$ cat config.mk
export PLATFORM = sky130hd
export DESIGN_NAME = uart_rx_data_sampler
export DESIGN_NICKNAME = d
export VERILOG_FILES = /design/src/rtl/uart_rx_pkg.sv /design/src/rtl/uart_rx_edge_bit_counter.sv /design/src/rtl/uart_rx_data_sampler.sv
export SDC_FILE = /design/constraint.sdc
export NUM_CORES = 1
export LEC_CHECK = 0
export ABC_AREA = 1
export BUFFER_PORTS_ARGS = -buffer_cell sky130_fd_sc_hd__buf_2
export CAP_MARGIN = 20
export CORE_ASPECT_RATIO = 0.9
export CORE_MARGIN = 2
export CORE_UTILIZATION = 58
export DETAILED_ROUTE_END_ITERATION = 8
export GPL_ROUTABILITY_DRIVEN = 0
export PLACE_DENSITY = 0.88
export SLEW_MARGIN = 10
export SYNTH_ARGS = -nofsm -noshare
export SYNTH_HDL_FRONTEND = slang
export SYNTH_SLANG_ARGS = --single-unit
$ cat constraint.sdc
create_clock -name CLK -period 3.7 [get_ports CLK]
set_input_delay 0.185 -clock CLK [delete_from_list [all_inputs] [get_ports CLK]]
set_output_delay 0.185 -clock CLK [all_outputs]
set_load 0.02 [all_outputs]
$ cat src/rtl/uart_rx_pkg.sv
// Shared constants, bit-slot classification and the majority vote
// used by the UART receive front end.
package uart_rx_pkg;

  localparam int DATA_WIDTH = 8;
  localparam int EDGE_CNT_W = 5;
  localparam int BIT_CNT_W  = 4;

  localparam logic [BIT_CNT_W-1:0] START_IDX = '0;
  localparam logic [BIT_CNT_W-1:0] PAR_IDX   = BIT_CNT_W'(DATA_WIDTH + 1);

  typedef enum logic [1:0] {
    BIT_START,
    BIT_DATA,
    BIT_PARITY,
    BIT_STOP
  } bit_kind_e;

  // Index of the final bit of a frame; the parity slot shifts the stop bit out by one.
  function automatic logic [BIT_CNT_W-1:0] stop_idx(input logic par_en,
                                                    input int   data_width = DATA_WIDTH);
    return par_en ? BIT_CNT_W'(data_width + 2) : BIT_CNT_W'(data_width + 1);
  endfunction

  function automatic bit_kind_e bit_kind(input logic [BIT_CNT_W-1:0] idx,
                                         input logic                 par_en,
                                         input int                   data_width = DATA_WIDTH);
    bit_kind_e kind;
    if (idx == START_IDX)
      kind = BIT_START;
    else if (int'(idx) <= data_width)
      kind = BIT_DATA;
    else if (par_en && (int'(idx) == data_width + 1))
      kind = BIT_PARITY;
    else
      kind = BIT_STOP;
    return kind;
  endfunction

  function automatic logic maj3(input logic a, input logic b, input logic c);
    return (a & b) | (a & c) | (b & c);
  endfunction

endpackage

$ cat src/rtl/uart_rx_edge_bit_counter.sv
// Oversample edge counter and per-frame bit counter; frame_done marks the
// final edge of the final bit so consecutive frames need no counter clear.
module uart_rx_edge_bit_counter #(
  parameter int DATA_WIDTH = 8,
  parameter int PRESCALE_W = 6
) (
  input  logic                  CLK,
  input  logic                  RST,
  input  logic [PRESCALE_W-1:0] prescale,
  input  logic                  par_en,
  input  logic                  cnt_en,
  output logic [PRESCALE_W-2:0] edge_cnt,
  output logic [3:0]            bit_cnt,
  output logic                  frame_done
);

  import uart_rx_pkg::*;

  logic [PRESCALE_W-1:0] edge_ext;
  logic [PRESCALE_W-1:0] last_edge;
  logic [3:0]            last_bit;
  logic                  wrap;

  // Greater-or-equal keeps the counter bounded if prescale shrinks mid-bit.
  assign edge_ext   = PRESCALE_W'(edge_cnt);
  assign last_edge  = prescale - PRESCALE_W'(1);
  assign last_bit   = stop_idx(par_en, DATA_WIDTH);
  assign wrap       = cnt_en && (edge_ext >= last_edge);
  assign frame_done = wrap && (bit_cnt == last_bit);

  always_ff @(posedge CLK or negedge RST) begin
    if (!RST) begin
      edge_cnt <= '0;
      bit_cnt  <= '0;
    end else if (!cnt_en) begin
      edge_cnt <= '0;
      bit_cnt  <= '0;
    end else if (wrap) begin
      edge_cnt <= '0;
      bit_cnt  <= (bit_cnt == last_bit) ? 4'd0 : bit_cnt + 4'd1;
    end else begin
      edge_cnt <= edge_cnt + 1'b1;
    end
  end

endmodule

$ cat src/rtl/uart_rx_data_sampler.sv
// UART receive front end: counters plus a three-sample majority vote taken
// around the middle of each bit, with a start-bit glitch flag for the FSM.
module uart_rx_data_sampler #(
  parameter int DATA_WIDTH = 8,
  parameter int PRESCALE_W = 6
) (
  input  logic                  CLK,
  input  logic                  RST,
  input  logic                  RX_IN,
  input  logic [PRESCALE_W-1:0] Prescale,
  input  logic                  PAR_EN,
  input  logic                  cnt_en,
  input  logic                  dat_samp_en,
  output logic [PRESCALE_W-2:0] edge_cnt,
  output logic [3:0]            bit_cnt,
  output logic                  sampled_bit,
  output logic                  samp_vld,
  output logic                  strt_glitch,
  output logic                  frame_done
);

  import uart_rx_pkg::*;

  logic                  s0;
  logic                  s1;
  logic [PRESCALE_W-1:0] mid;
  logic [PRESCALE_W-1:0] edge_ext;
  logic                  samp_en;
  logic                  at_s0;
  logic                  at_s1;
  logic                  at_vote;
  logic                  vote;
  logic                  in_start;

  uart_rx_edge_bit_counter #(
    .DATA_WIDTH (DATA_WIDTH),
    .PRESCALE_W (PRESCALE_W)
  ) u_counter (
    .CLK        (CLK),
    .RST        (RST),
    .prescale   (Prescale),
    .par_en     (PAR_EN),
    .cnt_en     (cnt_en),
    .edge_cnt   (edge_cnt),
    .bit_cnt    (bit_cnt),
    .frame_done (frame_done)
  );

  // Samples straddle the bit centre: one before, at, and one after it.
  assign mid      = Prescale >> 1;
  assign edge_ext = PRESCALE_W'(edge_cnt);
  assign samp_en  = dat_samp_en && cnt_en;
  assign at_s0    = edge_ext == (mid - PRESCALE_W'(1));
  assign at_s1    = edge_ext == mid;
  assign at_vote  = edge_ext == (mid + PRESCALE_W'(1));
  assign vote     = maj3(s0, s1, RX_IN);
  assign in_start = bit_kind(bit_cnt, PAR_EN, DATA_WIDTH) == BIT_START;

  always_ff @(posedge CLK or negedge RST) begin
    if (!RST) begin
      s0          <= 1'b1;
      s1          <= 1'b1;
      sampled_bit <= 1'b1;
      samp_vld    <= 1'b0;
      strt_glitch <= 1'b0;
    end else begin
      samp_vld    <= 1'b0;
      strt_glitch <= 1'b0;
      if (samp_en) begin
        if (at_s0)
          s0 <= RX_IN;
        if (at_s1)
          s1 <= RX_IN;
        if (at_vote) begin
          sampled_bit <= vote;
          samp_vld    <= 1'b1;
          strt_glitch <= vote && in_start;
        end
      end
    end
  end

endmodule

Word level (Yosys, flattened, before mapping). Cells that the tools add are included. W data, S select, Z words.

Register bits: 14. Latch bits: 0. Bits in writable memories: 0. Bits in read-only memories: 0. Input port bits: 12. Word-level logic and storage cells: 48. Memories: 0.

Add/subtract/negate cells: 5. Multiply operators: 0. Div/mod/pow operators: 0. Magnitude comparators: 2. Equality and inequality tests: 6. Shifts and indexed selects: 0. Muxes and demuxes: 13. Bitwise gates (word level): 5. Reduce and logical (&&, ||, !) cells: 10.

Operator list (count): $eq A5 B6 Y1 (2); $mux W4 (3); $mux W5 (2); $add A5 B1 Y6 const B (1); $ge A5 B6 Y1 (1); $mux W2 (3); $reduce_and A2 Y1 (3); $sub A5 B1 Y6 const B (1); $sub A6 B1 Y6 const B (1); $add A5 B1 Y5 const B (1); $eq A5 B5 Y1 (1); $logic_and A1 B1 Y1 (5); $mux W1 (5); $add A4 B1 Y4 const B (1); $eq A4 B4 Y1 (1); $eq A4 B4 Y1 const B (1); $le A4 B4 Y1 const B (1); $logic_not A4 Y1 (1); $and A1 B1 Y1 (3); $logic_not A2 Y1 (1); $ne A2 B1 Y1 const B (1); $or A1 B1 Y1 (2).

Logic depth before layout (Yosys ltp). Gate-level depths: netlist (run 1).

Depth in word-level cells: 9. Mapped depth: 15.

Hierarchy. A second synthesis (run 1) with hierarchy kept.

Cells, all modules: 201. Area, all modules: 1333.8 µm².

Modules (own cells, without submodules): uart_rx_edge_bit_counter (instances 1, cells an instance 98, area an instance 757.0 µm², seq. area each 225.2 µm²); uart_rx_data_sampler (instances 1, cells an instance 103, area an instance 576.8 µm², seq. area each 128.9 µm²).

Worst setup path after synthesis (run 1). Ideal clock, no wire load.

Path kind: input port to output port. Start: input Prescale[1]. End: output frame_done. Data arrival time: 1.731 ns. Data required time: 3.515 ns. Slack: 1.784 ns. Stages: 14. Buffers on the path: 0. Cells stage by stage: inv_1 > ha_1 > nand2_1 > nand2_1 > xor2_1 > ha_1 > nand2_1 > inv_1 > nand2_1 > nand2_1 > nand2_1 > nand2_1 > nand3_1 > nor2_1.

Word-level cells in the longest chain between the ends: 4.

Ends and longest elaborated chain: start, declared (line uart_rx_data_sampler.sv:10) `input logic [PRESCALE_W-1:0] Prescale,`; $sub A6 B1 Y6 (line uart_rx_edge_bit_counter.sv:26) `assign last_edge = prescale - PRESCALE_W'(1);`; $ge A5 B6 Y1 (line uart_rx_edge_bit_counter.sv:28) `assign wrap = cnt_en && (edge_ext >= last_edge);`; $logic_and A1 B1 Y1 (line uart_rx_edge_bit_counter.sv:28); $logic_and A1 B1 Y1 (line uart_rx_edge_bit_counter.sv:29) `assign frame_done = wrap && (bit_cnt == last_bit);`; end, declared (line uart_rx_data_sampler.sv:19) `output logic frame_done`.

Every way passes these cells.

Worst setup path in the final report (run 1). Same ends and word-level chain as after synthesis.

==> impl_metrics.tcl, run 1 <==
set metrics [dict create \
    synth-edff-count 0 \
    netlist_instances 171 \
    worst_hold_check_path_type "in -> reg" \
    yosysMostFrequentCell "nand2_1" \
    crit_path_cell_trace "buf_2 -> inv_1 -> ha_1 -> nand2_1 -> nand2_1 -> xor2_1 -> ha_1 -> nand2_1 -> inv_1 -> nand2_1 -> nand2_1 -> nand2_1 -> nand2_1 -> nand3_1 -> nor2_1 -> buf_2" \
    dieArea_um2 2510 \
    cp_data_arrival_time_ns 2.04 \
    power.total_mw 0.401 \
    tightestPinTransition_ns 0.514 \
    post_cts_hold_buffer_count 1 \
    worstHoldEndpoint "s0$_DFFE_PN1P_" \
    synth.yosys.seq_area_share_pct 28.7 \
    numCtsBuffers 3 \
    worstPathMaxFanout 6 \
    hold_vio_cnt_final 0 \
    path_class "in -> out" \
    worstSetupEndpointType "output port" \
    mappedNetlistNets 195 \
    maxCapViolCount 0 \
    r2r_end "u_counter.edge_cnt[0]$_DFF_PN0_" \
    ff2ff_setup_slack_ns 1.86 \
    area_delta_synth_final_pct 13.3 \
    synth_compound_gate_area_share_pct 3.85 \
    totalNegativeSetupSlack_ns 0 \
    post_layout_nets 222 \
    post_cts_buffers 0 \
    placement.io_buffers 24 \
    clock_tree.buffer_depth 2 \
    synth.top_cell.area_share_pct 22.3 \
    static-leakage-power_nw 0.778 \
    cts.clk_slew.worst_paths_ns 0.08 \
    hold_ws_ns 0.148 \
    cell_at_the_slowest_stage_of_the_critical_path "ha_1" \
    clock_sinks 14 \
    report.final.setup_viol 0 \
    synthDistinctLibCells 26 \
    ant_nets 0 \
    asyncSetResetFlopFracSynth_pct 100 \
    yosys_register_bits 14 \
    synth_commonest_cells "nand2_1, inv_1, nor2_1" \
    portion_of_netlist_area_occupied_by_mux_cells_pct 0 \
    yosys_warnings 0 \
    post_synth.cell_area_avg_um2 7.21 \
    cp.required_ns 3.51 \
    wire_length_of_the_first_global_routing_pass_um 4280 \
    die_width_um 52.6 \
    min_from "RX_IN" \
    design.core.area_um2 1970 \
    initial_antenna_violation_count 0 \
    initial_core_util_pct 62.6 \
    via_to_cell_ratio 5.33 \
    antenna-diode-count 0 \
    postSynth.topFlopCell "dfrtp_1" \
    h-tree-depth 1 \
    timing.final.crit_share_pct 60.2 \
    top_level_ports 25 \
    critPathMaxStageDelay_ns 0.30 \
    dr.first_iter.drc_count 30 \
    synth-simple-area-share_pct 34.5 \
    ys_top_cells_by_area "dfrtp_1, nand2_1, ha_1" \
    remaining_drc_errors 0 \
    power.density_cell_area_nw_per_um2 287 \
    synth_area_um2 1230 \
    cts_tree "built" \
    yosysTopAreaCell "dfrtp_1" \
    final.setup_skew_ns 0.00163 \
    hpwl_um 2150 \
    grt_start_max_net_pins 15 \
    num_rows 15 \
    cts_root_buffer "clkbuf_4" \
    worstRegToRegCells 13 \
    outcome "complete, no violations" \
    finalCriticalPeriod_ns 2.23 \
    main_combinational_cell_family_by_area_after_synthesis "simple AND/OR/NAND/NOR gates" \
    startpoint_type "input port" \
    irDropWorstVdd_mv 0.207 \
    worst_r2r_startpoint "u_counter.edge_cnt[0]$_DFF_PN0_" \
    gr-usage-all-layers_pct 23.4 \
    drt_first_pass_iters 4 \
    clock_latency_ns 0.28 \
    dr_total_vias 1184 \
    min_path_cells 3 \
    relSlewSlack_pct 65.5 \
    timing.final.max_slew_violations 0 \
    critical-path-top-cell-by-count "nand2_1" \
    grt.overflow.total 0 \
    drive_gt1_share_pct 19.8 \
    yosys.area_share.xor_xnor_pct 9.84 \
    cts.repair.resized 0 \
    wl_um 2640 \
    die_h_um 47.8 \
    post_synth_fa_ha_maj_area_fraction_pct 13.0 \
    rsz0062_at_grt "false" \
    clock.fmax_mhz 449 \
    routed_wire_length_per_instance_um 11.9 \
    vias_in_the_first_global_route 1064 \
    num-fill-cells 164 \
]
cell families after synthesis:
logic type,count (synthesis)
xor gates and xnor gates,13
DFF,14
and+or+nand+nor,92
buffers and inverters,30
AOI/OAI and AO/OA,9
adders and majority gates,13
worst max path at each step:
stage | cells past startpoint | end | startpoint | slack [ns]
2_1_floorplan | 14 | frame_done | Prescale[1] | 1.78
3_3_place_gp | 16 | frame_done | Prescale[1] | 1.64
3_5_place_dp | 16 | frame_done | Prescale[1] | 1.50
4_1_cts | 16 | frame_done | Prescale[1] | 1.49
5_1_grt | 13 | frame_done | u_counter.edge_cnt[0]$_DFF_PN0_ | 1.36
6_report | 16 | frame_done | Prescale[1] | 1.47
placed cells by master, fill, tap and decap left out, types with 2 or more instances in the layout:
cell and instances:
nand4_1 4, dfrtp_1 11, xor2_1 5, a21oi_1 4, inv_1 27, nand2_2 3
nor2_1 18, nor3_1 2, xnor2_1 7, o21ai_0 4, ha_1 12, dfstp_2 3
buf_2 24, nand3_1 14, nand3_2 2, nand2_1 44, clkbuf_4 3
routing by layer:
layer | GRT usage, % | part of all wire [%] | up-vias
li1 | - | - | 588
met1 | 27.1 | 41 | 555
met2 | 44.5 | 53 | 37
met3 | 5.31 | 5.8 | 4
met4 | 5.64 | 1.0 | 0
met5 | 0 | 0 | -
worst max-delay path, delay by kind of cell:
family	cells	cell delay, ns
simple gates	9	0.75
buf+inv	4	0.45
fa+ha+maj	2	0.52
xor+xnor	1	0.15
registers in the layout, summed over array words and instances (netlist names):
signal	flops
s1	1
u_counter.edge_cnt	5
sampled_bit	1
s0	1
u_counter.bit_cnt	4
samp_vld	1
strt_glitch	1
power breakdown:
| group | internal (mW) | switching [mW] | leakage (nW) | total, mW |
|---|---|---|---|---|
| combinational | 0.0460 | 0.0788 | 0.581 | 0.125 |
| clock | 0.0419 | 0.0476 | 0.0150 | 0.0895 |
| sequential | 0.173 | 0.0135 | 0.182 | 0.186 |
cell type report:
class | instances | area (µm²) | area share (%)
clock buffer | 4 | 26.3 | 1.88
inverter | 27 | 101 | 7.25
multi-input combinational | 127 | 754 | 54.0
sequential | 14 | 354 | 25.3
tap | 25 | 31.3 | 2.24
timing repair buffer | 25 | 130 | 9.31
stage by stage:
stage / setup WS, ns / instance area [µm²] / utilization [%] / cells
after CTS: 1.49 / 1400 / 70.9 / 222
after floorplan: 1.78 / 1230 / - / 171
after global routing: 1.36 / 1400 / 70.9 / 222
after global placement: 1.64 / 1360 / 69.1 / 217
final: 1.47 / 1400 / 70.9 / 222
after detailed placement: 1.50 / 1360 / 69.1 / 217
Power figures use the tool's default switching activity.
==> run 2: changes to the inputs <==
Settings changed: ABC_AREA 1 to 0, CORE_UTILIZATION 58 to 49, PLACE_DENSITY 0.88 to 0.8.
Clock period 3.7 ns to 2 ns, I/O delays scaled along.
==> run 2 against run 1 <==
  * The run now ends with setup timing left
  * Final area rose by 16%
  * Die area is 14% higher
  * Count of clock-buffer cells in the layout stayed put
  * Hold slack worse by 0.051 ns
  * Final cell count decreased by 12%
  * Critical path type is now in -> reg
==> impl_metrics.tcl, run 2 <==
set metrics [dict create \
    path_class "in -> reg" \
    netlist_instances 127 \
    hpwl_um 2370 \
    drt_first_pass_iters 4 \
    dr_total_vias 1174 \
    timing.final.crit_share_pct 103 \
    synth_area_um2 1200 \
    num_rows 16 \
    grt_start_max_net_pins 15 \
    placement.io_buffers 24 \
    h-tree-depth 1 \
    outcome "complete, but fails checks" \
    static-leakage-power_nw 0.739 \
    die_width_um 56.1 \
    yosys_register_bits 14 \
    synth.yosys.seq_area_share_pct 29.6 \
    design.core.area_um2 2240 \
    top_level_ports 25 \
    clock_tree.buffer_depth 2 \
    ys_top_cells_by_area "dfrtp_1, ha_1, dfstp_2" \
    power.density_cell_area_nw_per_um2 493 \
    power.total_mw 0.797 \
    finalCriticalPeriod_ns 2.06 \
    synthDistinctLibCells 40 \
    wl_um 3180 \
    clock_sinks 14 \
    post-route-util_pct 72.0 \
    irDropWorstVdd_mv 0.513 \
    cts_tree "built" \
    biggestRegsByFlops "u_counter.edge_cnt x5, u_counter.bit_cnt x4" \
    antenna-diode-count 0 \
    num-fill-cells 175 \
    synth.top_cell.area_share_pct 23.0 \
    yosys_warnings 0 \
    rsz0062_at_grt "true" \
    via_to_cell_ratio 5.99 \
    area_delta_synth_final_pct 35.0 \
    numCtsBuffers 3 \
    worstRegToRegCells 8 \
    post_layout_nets 194 \
    report.final.setup_viol 3 \
    ant_nets 0 \
    hold_vio_cnt_final 0 \
    final.setup.worst_slack_ns -0.0578 \
    cts.clk_slew.worst_paths_ns 0.08 \
    violations "setup timing" \
    worst_r2r_startpoint "u_counter.edge_cnt[4]$_DFF_PN0_" \
    grt.overflow.total 0 \
    dr.first_iter.drc_count 51 \
    clock_latency_ns 0.28 \
    startpoint_type "input port" \
    gr-usage-all-layers_pct 23.2 \
    r2r_end "u_counter.bit_cnt[1]$_DFFE_PN0P_" \
    largest_register_ffs 5 \
    min_from "RX_IN" \
    cell_at_the_slowest_stage_of_the_critical_path "ha_1" \
    critPathBufInv 4 \
    wire_length_of_the_first_global_routing_pass_um 5130 \
    final.setup_skew_ns 0.00314 \
    hold_ws_ns 0.0963 \
    layout_common_cells "buf_2, buf_4, dfrtp_1, ha_1, nand2_1" \
    min_path_cells 2 \
    mappedNetlistNets 151 \
    ff2ff_setup_slack_ns 0.01 \
    worstPathMaxFanout 6 \
    post_synth.cell_area_avg_um2 9.42 \
    synth-edff-count 0 \
    vias_in_the_first_global_route 1169 \
    asyncSetResetFlopFracSynth_pct 100 \
    postSynth.topFlopCell "dfrtp_1" \
    yosysTopAreaCell "dfrtp_1" \
    maxCapViolCount 0 \
    cp_data_arrival_time_ns 2.27 \
    worst_hold_check_path_type "in -> reg" \
    critPathMaxStageDelay_ns 0.32 \
    fin_cells 196 \
    die_h_um 50.9 \
    clock.fmax_mhz 486 \
    drive_gt1_share_pct 39.6 \
    cts_root_buffer "clkbuf_4" \
    cp.required_ns 2.22 \
    dieArea_um2 2850 \
    regMostFlops "u_counter.edge_cnt" \
    tightestPinTransition_ns 0.378 \
    timing.final.max_slew_violations 0 \
    cell_family_with_most_cp_delay "compound AO/OA/AOI/OAI gates" \
    routed_wire_length_per_instance_um 16.2 \
    initial_core_util_pct 53.3 \
    relSlewSlack_pct 74.5 \
    synth_commonest_cells "ha_1, dfrtp_1, inv_1" \
    yosysMostFrequentCell "ha_1" \
    dp_cells 188 \
    worstHoldEndpoint "s0$_DFFE_PN1P_" \
    worstSetupEndpointType "flip-flop" \
    layout_commonest_cell "buf_2" \
    initial_antenna_violation_count 0 \
    remaining_drc_errors 0 \
    crit_path_cell_trace "buf_8 -> inv_8 -> ha_4 -> a21bo_4 -> xor2_1 -> ha_1 -> a211oi_1 -> o21ai_2 -> o2111ai_4 -> buf_6 -> buf_4 -> mux2_2 -> nor2_1" \
]
-- run 2: layout make-up --
type	instances	area (µm²)	share of cell area (%)
clock buffers	4	36.3	2.25
well taps	27	33.8	2.09
inverters	9	48.8	3.02
flip-flops and latches	14	354	21.9
repair buffers	43	295	18.3
multi-input cells	99	847	52.4
-- run 2: logic make-up after synthesis --
kind of cell	Yosys count	share of synthesized area [%]
muxes	4	3.77
DFF	14	29.6
adders and majority gates	13	13.4
xor gates and xnor gates	11	8.05
and+or+nand+nor	46	21.7
buffers and inverters	14	4.60
AOI/OAI and AO/OA	25	18.9
-- run 2: per-stage QoR --
| stage | setup slack, ns | area [µm²] | setup TNS (ns) |
|---|---|---|---|
| 6_report | -0.0578 | 1620 | -0.108 |
| 5_1_grt | -0.147 | 1620 | -0.344 |
| 4_1_cts | -0.0280 | 1590 | -0.0280 |
| 3_5_place_dp | -0.364 | 1470 | -2.16 |
| 3_3_place_gp | -0.254 | 1470 | -1.37 |
| 2_1_floorplan | -0.250 | 1250 | -0.418 |
-- run 2: how the worst max path moves through the flow --
stage | slack [ns] | endpoint | start | cells after the start
floorplan | -0.25 | u_counter.bit_cnt[2]$_DFFE_PN0P_ | Prescale[2] | 11
global placement | -0.25 | u_counter.bit_cnt[2]$_DFFE_PN0P_ | Prescale[1] | 11
detailed placement | -0.36 | u_counter.bit_cnt[2]$_DFFE_PN0P_ | Prescale[1] | 11
CTS | -0.03 | u_counter.bit_cnt[2]$_DFFE_PN0P_ | Prescale[1] | 12
global route | -0.15 | u_counter.bit_cnt[1]$_DFFE_PN0P_ | Prescale[1] | 13
finish | -0.06 | u_counter.bit_cnt[1]$_DFFE_PN0P_ | Prescale[1] | 13
-- run 2: where the power goes --
group          internal, mW  switching, mW  total [mW]  leakage (nW)
combinational         0.121          0.150       0.271         0.536
clock                 0.111         0.0876       0.198        0.0210
sequential            0.314         0.0132       0.328         0.182
-- run 2: layer usage --
layer	vias up	routed length (µm)	track usage (%)
met2	35	1620	43.1
met3	13	142	4.05
met4	0	93	7.94
li1	548	-	-
met5	-	0	0
met1	578	1320	27.0
-- run 2: worst register-to-register path, cell delays in order (launching register included) --
cell       delay, ns
dfrtp_1         0.48
ha_1            0.28
a211oi_1        0.27
o21ai_2         0.12
o2111ai_4       0.10
buf_6           0.15
buf_4           0.13
mux2_2          0.32
nor2_1          0.08
-- run 2: what timing repair did --
item | 4_1_cts | 5_1_grt
buffers inserted | 3 | 0
hold endpoints to repair | 14 | 0
hold buffers | 1 | 0
resized for setup | 14 | 5
pin swaps | 5 | 0
endpoints found under the setup margin | 3 | 9
